File: src/rtl/imem_fetch.sv
// imem_fetch: read sequencer for the banked PE instruction memory; IMEM_FETCH_LOOP_EN adds multi-pass replay
module imem_fetch #(
    parameter int INST_WIDTH = 64,
    parameter int INST_WORD  = 32,
    localparam int AW = $clog2(INST_WORD),
    localparam int LW = AW + 1
) (
    input  logic                  clk,
    input  logic                  rst,
    input  logic                  start_i,
    input  logic [LW-1:0]         len_i,
    input  logic                  flush_i,
`ifdef IMEM_FETCH_LOOP_EN
    input  logic [7:0]            loop_cnt_i,
`endif
    output logic [AW-1:0]         addr_r_o,
    output logic                  cen_r_o,
    output logic                  gwen_r_o,
    output logic                  r_switch_o,
    input  logic [INST_WIDTH-1:0] imem_data_i,
    output logic [INST_WIDTH-1:0] inst_o,
    output logic                  inst_valid_o,
    input  logic                  inst_ready_i,
    output logic                  busy_o,
    output logic                  done_o
);
    typedef enum logic [1:0] {IDLE, FETCH, DRAIN, SWITCH} state_t;
    state_t                state_q, state_d;
    logic [AW-1:0]         addr_q, addr_d;
    logic [AW-1:0]         hold_q, hold_d;
    logic [LW-1:0]         len_q, len_d;
    logic                  inflight_q, inflight_d;
    logic [1:0]            cnt_q, cnt_d;
    logic                  rd_q, rd_d;
    logic                  wr_q, wr_d;
    logic [INST_WIDTH-1:0] mem_q [2];
    logic [INST_WIDTH-1:0] mem_d [2];
`ifdef IMEM_FETCH_LOOP_EN
    logic [7:0]            pass_q, pass_d;
`endif
    logic                  pop;
    logic                  issue;
    logic                  last_issue;
    logic                  more_pass;
    logic                  launch;
    logic [2:0]            room;
    logic [AW-1:0]         last_addr;
    logic [LW-1:0]         len_clamp;

    // issue only while buffer occupancy plus the read in flight, net of this cycle's pop, leaves a free slot
    always_comb begin
        pop        = (cnt_q != 2'd0) && inst_ready_i;
        room       = 3'(cnt_q) + 3'(inflight_q) - 3'(pop);
        issue      = (state_q == FETCH) && (room < 3'd2);
        last_addr  = AW'(len_q - LW'(1));
        last_issue = issue && (addr_q == last_addr);
        launch     = (state_q == IDLE) && start_i && !flush_i;
        len_clamp  = (len_i > LW'(INST_WORD)) ? LW'(INST_WORD) : len_i;
`ifdef IMEM_FETCH_LOOP_EN
        more_pass  = pass_q != 8'd0;
`else
        more_pass  = 1'b0;
`endif
    end

    // state register
    always_ff @(posedge clk) begin
        if (rst) state_q <= IDLE;
        else     state_q <= state_d;
    end

    // next state; flush wins over everything, including a pending launch
    always_comb begin
        state_d = state_q;
        case (state_q)
            IDLE:    if (launch) state_d = (len_i == '0) ? SWITCH : FETCH;
            FETCH:   if (last_issue && !more_pass) state_d = DRAIN;
            DRAIN:   if (cnt_q == {1'b0, pop} && !inflight_q) state_d = SWITCH;
            default: state_d = IDLE;
        endcase
        if (flush_i) state_d = IDLE;
    end

    // outputs; address holds its last issued value while no read is issued
    always_comb begin
        cen_r_o      = ~issue;
        addr_r_o     = issue ? addr_q : hold_q;
        gwen_r_o     = 1'b1;
        r_switch_o   = state_q == SWITCH;
        done_o       = r_switch_o;
        busy_o       = state_q != IDLE;
        inst_valid_o = cnt_q != 2'd0;
        inst_o       = mem_q[rd_q];
    end

    // address walk, in-flight tracking and the 2-entry output FIFO
    always_comb begin
        addr_d     = addr_q;
        hold_d     = addr_r_o;
        len_d      = len_q;
        inflight_d = issue & ~flush_i;
        cnt_d      = cnt_q + {1'b0, inflight_q} - {1'b0, pop};
        rd_d       = rd_q ^ pop;
        wr_d       = wr_q ^ inflight_q;
        mem_d      = mem_q;
        if (inflight_q) mem_d[wr_q] = imem_data_i;
`ifdef IMEM_FETCH_LOOP_EN
        pass_d     = pass_q;
`endif
        if (launch) begin
            addr_d = '0;
            hold_d = '0;
            len_d  = len_clamp;
`ifdef IMEM_FETCH_LOOP_EN
            pass_d = loop_cnt_i;
`endif
        end
        if (issue) begin
            addr_d = last_issue ? '0 : addr_q + 1'b1;
`ifdef IMEM_FETCH_LOOP_EN
            if (last_issue && more_pass) pass_d = pass_q - 8'd1;
`endif
        end
        if (flush_i) begin
            cnt_d = '0;
            rd_d  = 1'b0;
            wr_d  = 1'b0;
        end
    end

    // datapath registers
    always_ff @(posedge clk) begin
        if (rst) begin
            addr_q     <= '0;
            hold_q     <= '0;
            len_q      <= '0;
            inflight_q <= 1'b0;
            cnt_q      <= '0;
            rd_q       <= 1'b0;
            wr_q       <= 1'b0;
            mem_q      <= '{default: '0};
`ifdef IMEM_FETCH_LOOP_EN
            pass_q     <= '0;
`endif
        end else begin
            addr_q     <= addr_d;
            hold_q     <= hold_d;
            len_q      <= len_d;
            inflight_q <= inflight_d;
            cnt_q      <= cnt_d;
            rd_q       <= rd_d;
            wr_q       <= wr_d;
            mem_q      <= mem_d;
`ifdef IMEM_FETCH_LOOP_EN
            pass_q     <= pass_d;
`endif
        end
    end
endmodule
File: config.mk
export PLATFORM = sky130hd
export DESIGN_NAME = imem_fetch
export DESIGN_NICKNAME = d
export VERILOG_FILES = /design/src/rtl/imem_fetch.sv
export SDC_FILE = /design/constraint.sdc
export NUM_CORES = 1
export LEC_CHECK = 0
export BUFFER_PORTS_ARGS = -buffer_cell sky130_fd_sc_hd__buf_4
export CORE_AREA = 3 3 113 115
export CTS_CLUSTER_DIAMETER = 40
export CTS_CLUSTER_SIZE = 28
export DETAILED_ROUTE_END_ITERATION = 6
export DIE_AREA = 0 0 116 118
export PLACE_DENSITY = 0.77
export SYNTH_ARGS = -nofsm -noshare
export SYNTH_HDL_FRONTEND = slang
export SYNTH_SLANG_ARGS = --single-unit
File: constraint.sdc
create_clock -name clk -period 4.2 [get_ports clk]
set_clock_uncertainty 0.2 [all_clocks]
set_input_delay 0.84 -clock clk [delete_from_list [all_inputs] [get_ports clk]]
set_output_delay 0.84 -clock clk [all_outputs]
set_load 0.005 [all_outputs]
; ---- Word level (Yosys, flattened, before mapping)
; Index checks and enable logic that the tools add are counted.
[totals]
ff_bits = 150
out_inout_bits = 75
inputBits = 75
[op_classes]
magnitude_cmp = 5
muxes = 16
n_reduce_logical = 17
n_eq_ne = 8
addsub = 6
bitwise = 7
[ops]
columns = op, n
row1 = $mux W64, 4
row2 = $bwmux W128, 1
row3 = $demux W64 S1, 1
row4 = $mux W5, 5
row5 = $mux W2, 4
row6 = $logic_and A1 B1 Y1, 7
row7 = $gt A6 B6 Y1 const B, 1
row8 = $logic_not A6 Y1, 1
row9 = $ne A2 B2 Y1 const B, 3
row10 = $pmux W2 S3, 1
row11 = $reduce_bool A2 Y1, 3
row12 = $add A5 B1 Y5 const B, 1
row13 = $eq A5 B5 Y1, 1
row14 = $sub A5 B1 Y5 const B, 1
row15 = $eq A2 B2 Y1 const B, 2
row16 = $ge A2 B2 Y1 const B, 2
row17 = $not A1 Y2, 2
row18 = $reduce_or A2 Y1, 2
row19 = $add A2 B1 Y3, 1
row20 = $lt A3 B2 Y1 const B, 1
row21 = $reduce_and A3 Y1, 1
row22 = $sub A3 B1 Y3, 1
row23 = $add A2 B1 Y2, 1
row24 = $eq A2 B1 Y1, 1
row25 = other kinds (8), 11

; ---- Longest topological paths before layout
[logic_depth]
depth_word = 8
ltp_mapped = 13

; ---- Worst setup path before layout
; Ideal clock, no wire load.
[synth_timing]
path_kind = input to output
start = in inst_ready_i
end = out addr_r_o[0]
required_time_ns = 3.160
path_slack_ns = 0.234
arrival_time_ns = 2.926
path_stages = 10
cell_sequence = and2_1 > ha_1 > inv_1 > ha_1 > fa_1 > nand2b_1 > nor2_1 > clkinv_1 > nand2_1 > nand2_1
[synth_via]
elab_chain_cells = 5
[synth_rtl]
columns = item, line_no
row1 = "start, declared", 23  ; input logic inst_ready_i,
row2 = $logic_and A1 B1 Y1, 52  ; pop = (cnt_q != 2'd0) && inst_ready_i;
row3 = $sub A3 B1 Y3, 53  ; room = 3'(cnt_q) + 3'(inflight_q) - 3'(pop);
row4 = named net room[1], 46  ; logic [2:0] room;
row5 = $lt A3 B2 Y1, 54  ; issue = (state_q == FETCH) && (room < 3'd2);
row6 = $logic_and A1 B1 Y1, 54
row7 = $mux W5, 87  ; addr_r_o = issue ? addr_q : hold_q;
row8 = "end, declared", 16  ; output logic [AW-1:0] addr_r_o,
; The timed path passes the listed nets, and every way through them passes these cells.

; ---- Worst setup path in the final report
[layout_timing]
start = in inst_ready_i
end = out addr_r_o[3]
; Same word-level chain as after synthesis.

==> flow_summary.yaml <==
outcome:
  outcome: "finished clean"
timing:
  fin_crit_sh_pct: 93.40
  worst_pin_slew_ps: 892.0
  finalHoldViolations: 0
  slew_headroom_pct: 40.53
  rsz0062_at_grt: "false"
  setup_violations: 0
  period_minus_slack_ps: 3923
  max_freq_ghz: 0.2549
  finalSetupTns_ps: 0
  maxSlewViolCount: 0
die:
  io_pins: 150
  dieWidth_um: 116
  die_y_um: 118
  start_util_pct: 53.67
  rows: 40
  coreArea_um2: 11910
  die_area_um2: 13690
yosys:
  synth.avg_cell_area_um2: 10.11
  yosys_warnings: 0
  netlist-cell-type-count: 33
  synthesis.area_um2: 6392
  syn_nets: 718
  ys_ff_latch: 150
  yosysSeqAreaShare_pct: 46.98
  yosysTopAreaCell: "dfxtp_1"
  netlist_instances: 632
  synth.area.top_cells: "dfxtp_1 47%, mux2i_1 20%, mux2_2 11%, nor2_1 8.3%, ha_1 2.0%"
  yosysTopAreaCellShare_pct: 46.98
detailed_routing:
  wl_um: 14420
  wire_per_inst_um: 15.55
  drc: 0
  postRouteAntennaNets: 0
  via_count: 4871
  drtPass1Iterations: 4
  routed_via_density: 5.255
  drtIter0Drc: 305
layout:
  fin_util_pct: 69.22
  nets: 853
  instances_no_fill: 927
  fill_cells: 915
  area_growth_pct: 28.99
  drive_above_1_share_pct: 33.21
  num_antenna_cells: 0
worst_hold_path:
  hold_path.class: "reg -> reg"
  hp-start: "mem_q[7]$_SDFFE_PP0P_"
placement:
  dp_hpwl_um: 9909
  gp_congestion: 0.7941
  dp.cells: 895
  port_buffers: 148
clock_network:
  clkSinkCount: 150
  cts_max_level: 4
  cts_setup_buffers: 0
  cts_tree: "yes"
  path_clk_slew_ps: 60
  root_buffer: "clkbuf_16"
  insertion_delay_ps: 400
  cts_buffer_depth: 2
  cts_buffers: 17
critical_path:
  critical_path_required_ps: 3160
  crit_start: "inst_ready_i"
  critical_path.slowest_cell: "fa_1"
  timing.rr.start: "cnt_q[1]$_SDFF_PP0_"
  cp-end-kind: "output port"
  crit_top_cell: "buf_4"
  path_cells: "buf_4 > and2_1 > ha_1 > inv_1 > ha_1 > fa_1 > nand2b_1 > nor2_1 > buf_4 > nand2_1 > nand2_1 > buf_4"
  critPathBufInv: 4
  critPathKind: "in -> out"
  cpLargestDelayFamily: "adder cells"
  crit_path_start_kind: "primary input"
  cp_max_fo: 8
  critPathMaxStageDelay_ps: 440
  critPathArrivalTime_ps: 2880
power_and_ir_drop:
  vdd_ir_drop_max_mv: 0.2641
  p_leak_nw: 3.323
  power_density_nw_per_um2: 383.2
global_route:
  antenna_found_initial: 0
  gr-usage-all-layers_pct: 21.42
  grt_pass1_vias: 5033
  grt_pass1_wl_um: 23890
  grt_max_degree: 83
  grt_overflow: 0
flow_run:
  max-cap-violations: 0
[cells in the final DEF (no fill, tap or decap), drive strengths merged, types with 11 or more instances in the layout]
master / instances
mux2i: 128
clkbuf: 20
nor2: 141
inv: 14
a21oi: 11
mux2: 64
buf: 156
dfxtp: 150
nand2: 20
[flip-flops by register name (all words and copies together) (netlist names)]
register,cells
rd_q,1
state_q,2
mem_q,128
len_q,5
inflight_q,1
wr_q,1
cnt_q,2
hold_q,5
addr_q,5
[worst reg2reg max path: cells and delay by family (launching register included)]
| family | cells | cell delay (ps) |
|---|---|---|
| buffers and inverters | 2 | 150 |
| AOI/OAI and AO/OA | 2 | 490 |
| adders and majority gates | 3 | 930 |
| and+or+nand+nor | 5 | 1450 |
| DFF | 1 | 330 |
[stage by stage]
stage          total power [mW]  hold slack [ps]  cell area, um^2  setup WS (ps)
3_5_place_dp              1.639            277.1             7629          178.3
2_1_floorplan             1.545            254.4             6392          234.1
6_report                  3.159            290.8             8245          277.0
4_1_cts                   3.192            294.8             8245          162.9
3_3_place_gp              1.632            266.0             7629          270.6
5_1_grt                   3.267            309.8             8245          11.93
[repair_timing]
item | 4_1_cts | 5_1_grt
hold buffers | 0 | 0
gates resized for setup | 0 | 1
setup endpoints to repair | 0 | 6
[cell families (layout without fill, tap and decap cells)]
group           count (synthesis)  after routing  synth area share (%)
simple gates                  194            194                 12.78
compound gates                 20             20                 1.859
other cells                     1              1               0.05866
mux                           192            192                 31.32
xor+xnor                       11             11                 1.507
buf+inv                        53            201                 3.229
flops                         150            150                 46.98
fa+ha+maj                      11             11                 2.271
[synth_stat cells, drive strengths merged]
cell / number
dfxtp: 150
nor2: 141
mux2i: 128
mux2: 64
clkbuf: 25
nand2: 20
buf: 15
inv: 12
a21oi: 11
ha: 10
xnor2: 10
nor3b: 7
nor2b: 5
nand3: 4
nor3: 3
o21ai: 3
or2: 3
or4: 3
a21o: 2
nand2b: 2
nand3b: 2
nor4: 2
and2: 1
clkinv: 1
conb: 1
fa: 1
o22ai: 1
o31ai: 1
o41a: 1
o41ai: 1
or3: 1
xor2: 1
[power by group]
group | switching, mW | total, mW | internal (mW)
sequential | 0.00746 | 1.44 | 1.43
clock | 0.571 | 1.55 | 0.980
combinational | 0.0812 | 0.168 | 0.0866
total | 0.660 | 3.16 | 2.50
[metal layers]
layer	vias to the layer above	wire (um)	track usage, %
met1	2348	6152	25.23
met2	119	7289	36.76
met4	0	105	6.381
met3	7	870	6.941
li1	2397	-	-
met5	-	0	0
[layout make-up]
type | instances | area, um^2 | share of cell area, %
Multi-Input combinational cell | 429 | 3208 | 38.91
Sequential cell | 150 | 3004 | 36.43
Timing Repair Buffer | 156 | 1184 | 14.36
Clock buffer | 20 | 466.7 | 5.660
Tap cell | 147 | 183.9 | 2.231
Clock inverter | 12 | 150.1 | 1.821
Inverter | 13 | 48.80 | 0.5918
[path summary, 6_finish.rpt]
| kind | endpoint | slack (ps) | cells after the start |
|---|---|---|---|
| max | addr_r_o[3] | 280 | 12 |
| min | mem_q[7]$_SDFFE_PP0P_ | 290 | 2 |
| max reg2reg | state_q[1]$_SDFFE_PP0P_ | 600 | 12 |
| min reg2reg | mem_q[7]$_SDFFE_PP0P_ | 290 | 2 |
No activity file was read; power rests on OpenSTA's default activity.
